<file path="config.mk">
export PLATFORM = sky130hd
export DESIGN_NAME = ahb_master_arbiter
export DESIGN_NICKNAME = d
export VERILOG_FILES = /design/src/rtl/ahb_master_arbiter.sv
export SDC_FILE = /design/constraint.sdc
export NUM_CORES = 1
export LEC_CHECK = 0
export BUFFER_PORTS_ARGS = -buffer_cell sky130_fd_sc_hd__buf_2
export CORE_ASPECT_RATIO = 1.2
export CORE_MARGIN = 2
export CORE_UTILIZATION = 30
export CTS_CLUSTER_DIAMETER = 50
export DETAILED_ROUTE_END_ITERATION = 16
export RECOVER_POWER = 100
export SYNTH_ARGS = -nofsm -noshare
export SYNTH_HDL_FRONTEND = slang
export SYNTH_SLANG_ARGS = --single-unit
</file>
<file path="constraint.sdc">
create_clock -name clk -period 1.95 [get_ports clk]
set_input_delay 0 -clock clk [delete_from_list [all_inputs] [get_ports clk]]
set_output_delay 0 -clock clk [all_outputs]
set_load 0.01 [all_outputs]
</file>
<file path="src/rtl/ahb_master_arbiter.sv">
`default_nettype none
// ============================================================================
// Module   : ahb_master_arbiter
// Purpose  : Two-master AHB-Lite arbiter (M0 = imem, M1 = dmem) onto one
//            shared bus. Each master has a one-entry request buffer that
//            holds an address phase which could not be issued at once.
//            The data-phase owner steers hwdata, hresp and hready.
// Macro    : SCR1_AHB_ARB_RR_EN - defined: round-robin on contention;
//            undefined: fixed priority, M1 always wins contention.
// Ports    : clk, rst_n (sync, active-low)
//            m0_*/m1_* : master-side address/control/wdata in, hready/hresp out
//            m_hrdata  : read data broadcast to both masters
//            haddr, htrans, hwrite, hsize, hwdata : shared bus outputs
//            hready, hresp, hrdata                 : shared bus inputs
// Revision : 1.0 - initial release
// ============================================================================
module ahb_master_arbiter #(
    parameter logic [31:0] ARB_BUF_RESET_ADDR = 32'h0
) (
    input  logic        clk,
    input  logic        rst_n,
    input  logic [31:0] m0_haddr,
    input  logic [1:0]  m0_htrans,
    input  logic        m0_hwrite,
    input  logic [2:0]  m0_hsize,
    input  logic [31:0] m0_hwdata,
    output logic        m0_hready,
    output logic        m0_hresp,
    input  logic [31:0] m1_haddr,
    input  logic [1:0]  m1_htrans,
    input  logic        m1_hwrite,
    input  logic [2:0]  m1_hsize,
    input  logic [31:0] m1_hwdata,
    output logic        m1_hready,
    output logic        m1_hresp,
    output logic [31:0] m_hrdata,
    output logic [31:0] haddr,
    output logic [1:0]  htrans,
    output logic        hwrite,
    output logic [2:0]  hsize,
    output logic [31:0] hwdata,
    input  logic        hready,
    input  logic        hresp,
    input  logic [31:0] hrdata
);

    localparam logic [1:0] c_HTRANS_IDLE   = 2'b00;
    localparam logic [1:0] c_HTRANS_NONSEQ = 2'b10;

    // Data-phase owner; the state encoding doubles as dp_owner.
    typedef enum logic [1:0] {
        ST_IDLE = 2'd0,
        ST_OWN0 = 2'd1,
        ST_OWN1 = 2'd2
    } state_t;

    state_t      r_state;
    logic        r_buf_valid_0, r_buf_valid_1;
    logic [31:0] r_buf_addr_0,  r_buf_addr_1;
    logic        r_buf_write_0, r_buf_write_1;
    logic [2:0]  r_buf_size_0,  r_buf_size_1;
    logic [31:0] r_haddr_hold;
    logic        r_hwrite_hold;
    logic [2:0]  r_hsize_hold;
`ifdef SCR1_AHB_ARB_RR_EN
    logic        r_last_grant;  // 0 = M0 issued last, 1 = M1 issued last
`endif

    logic        w_live_0, w_live_1;
    logic        w_req_0,  w_req_1;
    logic        w_grant_0, w_grant_1;
    logic [31:0] w_addr_0, w_addr_1;
    logic [1:0]  w_trans_0, w_trans_1;
    logic        w_write_0, w_write_1;
    logic [2:0]  w_size_0,  w_size_1;

    // A pending buffer stalls its master; otherwise the owner sees the bus.
    assign m0_hready = r_buf_valid_0 ? 1'b0 : ((r_state == ST_OWN0) ? hready : 1'b1);
    assign m1_hready = r_buf_valid_1 ? 1'b0 : ((r_state == ST_OWN1) ? hready : 1'b1);

    // htrans[1] set means NONSEQ or SEQ.
    assign w_live_0 = m0_htrans[1] & m0_hready;
    assign w_live_1 = m1_htrans[1] & m1_hready;
    assign w_req_0  = r_buf_valid_0 | w_live_0;
    assign w_req_1  = r_buf_valid_1 | w_live_1;

    // Buffered request takes precedence over the live one. A replayed burst
    // beat is restarted as NONSEQ because the bus may have changed hands.
    assign w_addr_0  = r_buf_valid_0 ? r_buf_addr_0    : m0_haddr;
    assign w_write_0 = r_buf_valid_0 ? r_buf_write_0   : m0_hwrite;
    assign w_size_0  = r_buf_valid_0 ? r_buf_size_0    : m0_hsize;
    assign w_trans_0 = r_buf_valid_0 ? c_HTRANS_NONSEQ : m0_htrans;
    assign w_addr_1  = r_buf_valid_1 ? r_buf_addr_1    : m1_haddr;
    assign w_write_1 = r_buf_valid_1 ? r_buf_write_1   : m1_hwrite;
    assign w_size_1  = r_buf_valid_1 ? r_buf_size_1    : m1_hsize;
    assign w_trans_1 = r_buf_valid_1 ? c_HTRANS_NONSEQ : m1_htrans;

    always_comb begin
        w_grant_0 = 1'b0;
        w_grant_1 = 1'b0;
        if (hready) begin
            if (w_req_0 && w_req_1) begin
`ifdef SCR1_AHB_ARB_RR_EN
                w_grant_0 = r_last_grant;
                w_grant_1 = ~r_last_grant;
`else
                w_grant_1 = 1'b1;
`endif
            end else begin
                w_grant_0 = w_req_0;
                w_grant_1 = w_req_1;
            end
        end
    end

    always_comb begin
        htrans = c_HTRANS_IDLE;
        haddr  = r_haddr_hold;
        hwrite = r_hwrite_hold;
        hsize  = r_hsize_hold;
        if (w_grant_0) begin
            htrans = w_trans_0;
            haddr  = w_addr_0;
            hwrite = w_write_0;
            hsize  = w_size_0;
        end else if (w_grant_1) begin
            htrans = w_trans_1;
            haddr  = w_addr_1;
            hwrite = w_write_1;
            hsize  = w_size_1;
        end
    end

    always_comb begin
        hwdata   = 32'h0;
        m0_hresp = 1'b0;
        m1_hresp = 1'b0;
        case (r_state)
            ST_OWN0: begin
                hwdata   = m0_hwdata;
                m0_hresp = hresp;
            end
            ST_OWN1: begin
                hwdata   = m1_hwdata;
                m1_hresp = hresp;
            end
            default: ;
        endcase
    end

    assign m_hrdata = hrdata;

    always_ff @(posedge clk) begin
        if (!rst_n) begin
            r_state       <= ST_IDLE;
            r_buf_valid_0 <= 1'b0;
            r_buf_valid_1 <= 1'b0;
            r_buf_addr_0  <= ARB_BUF_RESET_ADDR;
            r_buf_addr_1  <= ARB_BUF_RESET_ADDR;
            r_buf_write_0 <= 1'b0;
            r_buf_write_1 <= 1'b0;
            r_buf_size_0  <= 3'd0;
            r_buf_size_1  <= 3'd0;
            r_haddr_hold  <= 32'h0;
            r_hwrite_hold <= 1'b0;
            r_hsize_hold  <= 3'd0;
`ifdef SCR1_AHB_ARB_RR_EN
            r_last_grant  <= 1'b0;
`endif
        end else begin
            if (hready) begin
                if (w_grant_0) begin
                    r_state       <= ST_OWN0;
                    r_haddr_hold  <= w_addr_0;
                    r_hwrite_hold <= w_write_0;
                    r_hsize_hold  <= w_size_0;
                end else if (w_grant_1) begin
                    r_state       <= ST_OWN1;
                    r_haddr_hold  <= w_addr_1;
                    r_hwrite_hold <= w_write_1;
                    r_hsize_hold  <= w_size_1;
                end else begin
                    r_state       <= ST_IDLE;
                end
            end
`ifdef SCR1_AHB_ARB_RR_EN
            if (w_grant_0)      r_last_grant <= 1'b0;
            else if (w_grant_1) r_last_grant <= 1'b1;
`endif
            // A live request implies an empty buffer (its hready would be 0
            // otherwise), so issue-from-buffer and capture never collide.
            if (w_grant_0 && r_buf_valid_0) begin
                r_buf_valid_0 <= 1'b0;
            end else if (w_live_0 && !w_grant_0) begin
                r_buf_valid_0 <= 1'b1;
                r_buf_addr_0  <= m0_haddr;
                r_buf_write_0 <= m0_hwrite;
                r_buf_size_0  <= m0_hsize;
            end
            if (w_grant_1 && r_buf_valid_1) begin
                r_buf_valid_1 <= 1'b0;
            end else if (w_live_1 && !w_grant_1) begin
                r_buf_valid_1 <= 1'b1;
                r_buf_addr_1  <= m1_haddr;
                r_buf_write_1 <= m1_hwrite;
                r_buf_size_1  <= m1_hsize;
            end
        end
    end

endmodule
`default_nettype wire

</file>
==> flow_metrics.py, run 1 <==
metrics = {
    "cts": {
        "cts_htree_levels": 3,
        "clockBufferDepth": 2,
        "cts_tree": "done",
        "worstSkewPairLatency_ns": 0.36,
        "path_clk_slew_ns": 0.07,
        "cts_root_buffer": "clkbuf_16",
        "clock-sinks": 112,
        "cts_made_buffers": 9,
    },
    "sta": {
        "max_freq_ghz": 0.5232,
        "period_minus_slack_ns": 1.911,
        "timing.final.crit_share_pct": 98.02,
        "tightestPinTransition_ns": 0.5376,
        "setup_violations": 0,
        "timing_hold_violations_final": 0,
        "slew_violations": 0,
        "rsz0062_at_grt": "yes",
        "finClkSkew_ns": 0.008278,
        "maxSlewHeadroom_pct": 64.16,
    },
    "drt": {
        "drc": 0,
        "drtPass1Iterations": 4,
        "drtAntennaViolNets": 0,
        "routed_wl_um": 23830,
        "wl_per_cell_um": 15.98,
        "vias": 7681,
        "vias_per_cell": 5.152,
        "drt_first_iter_violations": 342,
    },
    "setup_path": {
        "r2r_cells": 6,
        "r2r_setup_slack_ns": 0.16,
        "cp-end-kind": "output port",
        "crit_arrival_ns": 1.91,
        "r2r_end": "r_buf_addr_0[23]$_SDFFE_PN0P_",
        "start_kind": "flip-flop",
        "cp_max_fo": 22,
        "path_class": "flip-flop to output port",
        "rr_startpoint": "r_state[1]$_SDFFE_PN0P_",
        "crit_start": "r_buf_valid_1$_SDFFE_PP0P_",
        "required_ns": 1.95,
        "crit_end": "haddr[16]",
    },
    "die": {
        "die_h_um": 178.1,
        "core_um2": 24750,
        "ioPinCount": 282,
        "num_rows": 63,
        "dieArea_um2": 26540,
        "start_util_pct": 30.60,
        "die_w_um": 149.1,
    },
    "cells_and_area": {
        "num-nets-final": 1339,
        "fin_cells": 1491,
        "area_growth_pct": 27.35,
        "fin_util_pct": 38.97,
        "drive_above_1_share_pct": 21.36,
        "diodes": 0,
        "postLayoutCellArea_um2": 9647,
    },
    "placed_design": {
        "place_inst": 1400,
        "io_buffers": 217,
        "dp_hpwl_um": 16720,
        "globalplace.congestion": 0.7506,
        "dpl_cell_area_um2": 8658,
    },
    "synth": {
        "synth-edff-count": 0,
        "async_reset_ff_share_pct": 0,
        "synth-warning-count": 0,
        "netlist_area_um2": 7575,
        "syn-num-nets": 1123,
        "synthFlopType": "dfxtp_1",
        "syn_area_per_cell_um2": 8.016,
        "ys_types": 35,
        "syn_inst": 945,
        "ys_ff_latch": 112,
        "yosysSeqAreaShare_pct": 29.60,
    },
    "pwr": {
        "total_power_mw": 5.932,
        "power.density_nw_per_um2": 614.9,
        "leakagePower_nw": 3.691,
        "vdd_ir_drop_max_mv": 0.3563,
    },
    "worst_hold_path": {
        "min_path_type": "input pin to output port",
        "holdPathStages": 0,
    },
    "global_routing": {
        "gr-total-overflow": 0,
        "grt_pass1_vias": 7048,
        "grt_pass1_wl_um": 36760,
        "antenna_found_initial": 0,
        "grt_max_degree": 67,
        "grt_usage_pct": 17.29,
    },
    "run_status": {
        "status": "finished clean",
    },
    "flow_run": {
        "maxCapViolCount": 0,
    },
}
[area by class of cell]
cell class / count / area [um2]
sequential: 112 / 2247
multi-input combinational: 704 / 4589
tap: 325 / 406.6
timing repair buffer: 329 / 2117
clock buffer: 13 / 250.2
clock inverter: 3 / 17.52
fill: 2635 / 15100
inverter: 5 / 18.77
[cell usage after synthesis (3+ instances only)]
cell type	number	area (um2)
buf_12	3	60.06
buf_2	26	130.1
nand3b_1	36	270.3
o22ai_1	36	225.2
o21a_1	37	277.8
mux2i_1	72	720.7
a22oi_1	32	240.2
a21boi_1	30	225.2
inv_1	5	18.77
or3_1	36	225.2
a21oi_1	39	195.2
dfxtp_1	112	2242
nand2_1	146	548.0
nor2_1	36	135.1
nor2b_1	36	225.2
o21ai_1	26	130.1
nor3b_1	37	277.8
buf_4	33	247.7
o21ai_0	47	235.2
o41a_1	36	405.4
buf_6	13	146.4
clkbuf_1	47	176.4
a21boi_0	7	52.55
[metrics by stage]
step | TNS, ns | hold WS, ns | worst slack (ns)
after floorplan | 0 | 0.09177 | 0.2153
after global placement | 0 | 0.00006862 | 0.2322
after detailed placement | 0 | 0.00006862 | 0.1713
after CTS | 0 | 0.00006862 | 0.02256
after global routing | -0.01416 | 0.00001605 | -0.007567
final | 0 | 0.000003893 | 0.03862
[metal layers]
layer / vias up / part of all wire, % / track usage [%]
li1: 3812 / - / -
met1: 3661 / 45 / 22.50
met2: 187 / 49 / 29.80
met3: 21 / 4.3 / 2.685
met4: 0 / 1.5 / 4.484
met5: - / 0 / 0
[registers in the layout, summed over array words and instances (netlist names)]
| signal | flops |
|---|---|
| r_buf_valid_0 | 1 |
| r_buf_addr_0 | 32 |
| r_buf_valid_1 | 1 |
| r_hwrite_hold | 1 |
| r_state | 2 |
| r_haddr_hold | 32 |
| r_buf_size_0 | 3 |
| r_hsize_hold | 3 |
| r_buf_write_1 | 1 |
| r_buf_size_1 | 3 |
| r_buf_write_0 | 1 |
| r_buf_addr_1 | 32 |
[placed cells by master (no fill, tap or decap), types with 34 or more instances in the layout]
master and count:
a21oi_1 36, buf_2 180, buf_4 34, clkbuf_1 38
dfxtp_1 110, dlygate4sd3_1 72, mux2i_1 72, nand2_1 146
nand3b_1 36, nor2_1 35, nor2b_1 36, nor3b_1 37
o21a_1 36, o21ai_0 70, o22ai_1 36, o41a_1 36
or3_1 36
[worst min-delay path by stage]
stage | slack (ns) | startpoint | end
final | 0.000004 | hrdata[27] | m_hrdata[27]
after global routing | 0.00002 | hrdata[31] | m_hrdata[31]
after CTS | 0.00007 | hrdata[21] | m_hrdata[21]
after detailed placement | 0.00007 | hrdata[21] | m_hrdata[21]
after global placement | 0.00007 | hrdata[21] | m_hrdata[21]
after floorplan | 0.09 | hrdata[0] | m_hrdata[0]
[power by group]
part	total (mW)	switching (mW)	leakage, nW	internal, mW
Sequential	2.52	0.0899	0.917	2.44
Combinational	1.62	0.886	2.64	0.732
Clock	1.79	0.886	0.130	0.903
Total	5.93	1.86	3.69	4.07
[cells by family after synthesis]
logic type	Yosys count	share of synthesized area [%]
and+or+nand+nor	336	23.36
AOI/OAI and AO/OA	294	26.81
buffers and inverters	129	10.39
DFF	112	29.60
muxes	72	9.514
adders and majority gates	2	0.3303
[timing repair]
action,in CTS,in global routing
endpoints found under the hold margin,72,0
buffers inserted,3,0
endpoints found under the setup margin,34,12
hold buffers,72,0
resized for setup,3,4
[worst max-delay path, stage by stage (launching register included)]
cell      delay, ns
dfxtp_4        0.38
nor2_2         0.27
nand2b_2       0.13
buf_4          0.26
o22ai_1        0.31
buf_2          0.19
Note: power is estimated with default switching activity, not from simulation.
==> inputs of run 2 (changes only) <==
Settings changed: SETUP_SLACK_MARGIN set to 0.2.
Clock period 1.95 ns to 1.8 ns, I/O delays scaled along.
==> run 2 against run 1 <==
Die area unchanged. Combinational power rose by 62%. Cell count increased by 4.2%. Power is 28% higher. Via count up 7.5%. Hold slack stayed put. Count of clock-buffer cells in the layout fell by 4. First-iteration DRC count up 61%. Register-to-register slack lost 0.13 ns. Non-clock buffer count is 61 higher. Critical endpoint is now r_buf_addr_0[4]$_SDFFE_PN0P_. Largest cell class unchanged.
==> flow_metrics.py, run 2 (same netlist as run 1, synthesis figures left out) <==
metrics = {
    "run_status": {
        "status": "finished clean",
    },
    "cells_and_area": {
        "n_fill_cell": 2363,
        "drive_above_1_share_pct": 41.32,
        "seq_area_um2": 2252,
        "fin_util_pct": 48.62,
        "area_growth_pct": 58.87,
        "num-nets-final": 1400,
        "final_cell_mix": "210 x buf_2, 110 x nand2_1, 108 x dfxtp_1",
        "fin_cells": 1553,
        "final_common_cell": "buf_2",
        "multiInputGateArea_um2": 5535,
        "top_regs": "r_buf_addr_0 (32), r_buf_addr_1 (32), r_haddr_hold (32)",
    },
    "sta": {
        "max_freq_ghz": 0.5657,
        "timing_hold_violations_final": 0,
        "slew_violations": 0,
        "finClkSkew_ns": 0.007166,
        "maxSlewHeadroom_pct": 75.22,
        "period_minus_slack_ns": 1.768,
        "setup_violations": 0,
        "fin_setup_tns_ns": 0,
        "fin_ws_ns": 0.03216,
        "timing.final.crit_share_pct": 98.21,
        "rsz0062_at_grt": "yes",
        "tightestPinTransition_ns": 0.3613,
    },
    "setup_path": {
        "path_cells": "nor2_4 > buf_6 > a2111oi_4 > buf_4 > buf_6 > buf_12 > mux2i_2",
        "required_ns": 2.09,
        "path_common_cell": "buf_6",
        "path_buf_inv": 4,
        "path_class": "flip-flop to flip-flop",
        "slowest_delay_ns": 0.42,
        "crit_path_top_delay_cell": "dfxtp_4",
        "start_kind": "flip-flop",
        "crit_arrival_ns": 2.06,
        "cp-end-kind": "flip-flop",
        "cp_max_fo": 5,
        "cp_top_family": "buffers and inverters",
    },
    "drt": {
        "drtPass1Iterations": 5,
        "drtAntennaViolNets": 0,
        "vias_per_cell": 5.315,
        "dr_wl_met2_um": 15040,
        "wl_per_cell_um": 19.84,
        "top_layer_used": "met4",
        "wl_met3_um": 1425,
        "m1WireLength_um": 13820,
        "drt_first_iter_violations": 552,
        "drc": 0,
        "vias": 8254,
        "routed_wl_um": 30820,
    },
    "cts": {
        "cts_htree_levels": 3,
        "cts_made_buffers": 9,
        "worstSkewPairLatency_ns": 0.37,
        "cts_tree": "done",
        "clockBufferDepth": 2,
        "clock-sinks": 112,
        "cts_root_buffer": "clkbuf_16",
        "path_clk_slew_ns": 0.08,
    },
    "die": {
        "core_um2": 24750,
        "start_util_pct": 30.60,
        "ioPinCount": 282,
        "die_h_um": 178.1,
        "dieArea_um2": 26540,
        "num_rows": 63,
        "die_w_um": 149.1,
    },
    "global_routing": {
        "grt_usage_pct": 20.83,
        "grt_pass1_vias": 7662,
        "antenna_found_initial": 1,
        "grt_max_degree": 55,
        "gr-total-overflow": 0,
        "grt_pass1_wl_um": 42810,
    },
    "worst_hold_path": {
        "min_path_type": "input pin to output port",
    },
    "pwr": {
        "power.density_nw_per_um2": 631.5,
        "leakagePower_nw": 4.734,
        "vdd_ir_drop_max_mv": 0.4320,
        "total_power_mw": 7.599,
    },
    "placed_design": {
        "io_buffers": 217,
        "pre_cts_slack_ns": 0.06613,
        "dp_hpwl_um": 16650,
        "globalplace.congestion": 0.7452,
        "place_inst": 1395,
    },
    "flow_run": {
        "maxCapViolCount": 0,
    },
}
-- run 2: repair_timing --
action,4_1_cts,5_1_grt
buffers inserted,27,7
hold buffers,75,0
resized for setup,148,139
hold endpoints to repair,72,0
pin swaps,14,65
setup endpoints to repair,141,176
cloned,17,15
-- run 2: metal layers --
layer  GRT usage, %  vias to the layer above
met3          3.427                       35
met2          34.72                      204
met5              0                        -
li1               -                     3949
met4          6.230                        0
met1          27.61                     4066
-- run 2: final timing paths --
| check | start | endpoint | slack (ns) | cells after the start |
|---|---|---|---|---|
| setup / recovery | r_buf_valid_1$_SDFFE_PP0P_ | r_buf_addr_0[4]$_SDFFE_PN0P_ | 0.03 | 7 |
| hold / removal | hrdata[19] | m_hrdata[19] | 0.000004 | 0 |
| setup reg to reg | r_buf_valid_1$_SDFFE_PP0P_ | r_buf_addr_0[4]$_SDFFE_PN0P_ | 0.03 | 7 |
| hold reg to reg | r_buf_addr_0[9]$_SDFFE_PN0P_ | r_buf_addr_0[9]$_SDFFE_PN0P_ | 0.46 | 2 |
-- run 2: power by group --
group / switching [mW] / internal [mW] / leakage, nW
combinational: 1.31 / 1.32 / 3.67
sequential: 0.137 / 2.64 / 0.918
clock: 1.08 / 1.11 / 0.149
-- run 2: per-stage QoR --
step | instance area, um2 | hold slack, ns
final | 12030 | 0.000003893
after CTS | 11120 | 0.00006862
after detailed placement | 8713 | 0.00006862
after global placement | 8713 | 0.00006862
after floorplan | 7621 | 0.09177
after global routing | 12030 | 0.00001630
-- run 2: cell type report --
| type | count | share of cell area [%] |
|---|---|---|
| Sequential cell | 112 | 18.71 |
| Clock inverter | 7 | 0.6966 |
| Clock buffer | 9 | 1.871 |
| Tap cell | 325 | 3.379 |
| Multi-Input combinational cell | 704 | 46.00 |
| Timing Repair Buffer | 390 | 29.16 |
| Antenna cell | 1 | 0.02079 |
| Inverter | 5 | 0.1560 |
-- run 2: worst reg2reg max path, cell delays in order, from the launching register on --
cell	delay, ns
dfxtp_4	0.42
nor2_4	0.08
buf_6	0.14
a2111oi_4	0.39
buf_4	0.21
buf_6	0.11
buf_12	0.13
mux2i_2	0.22
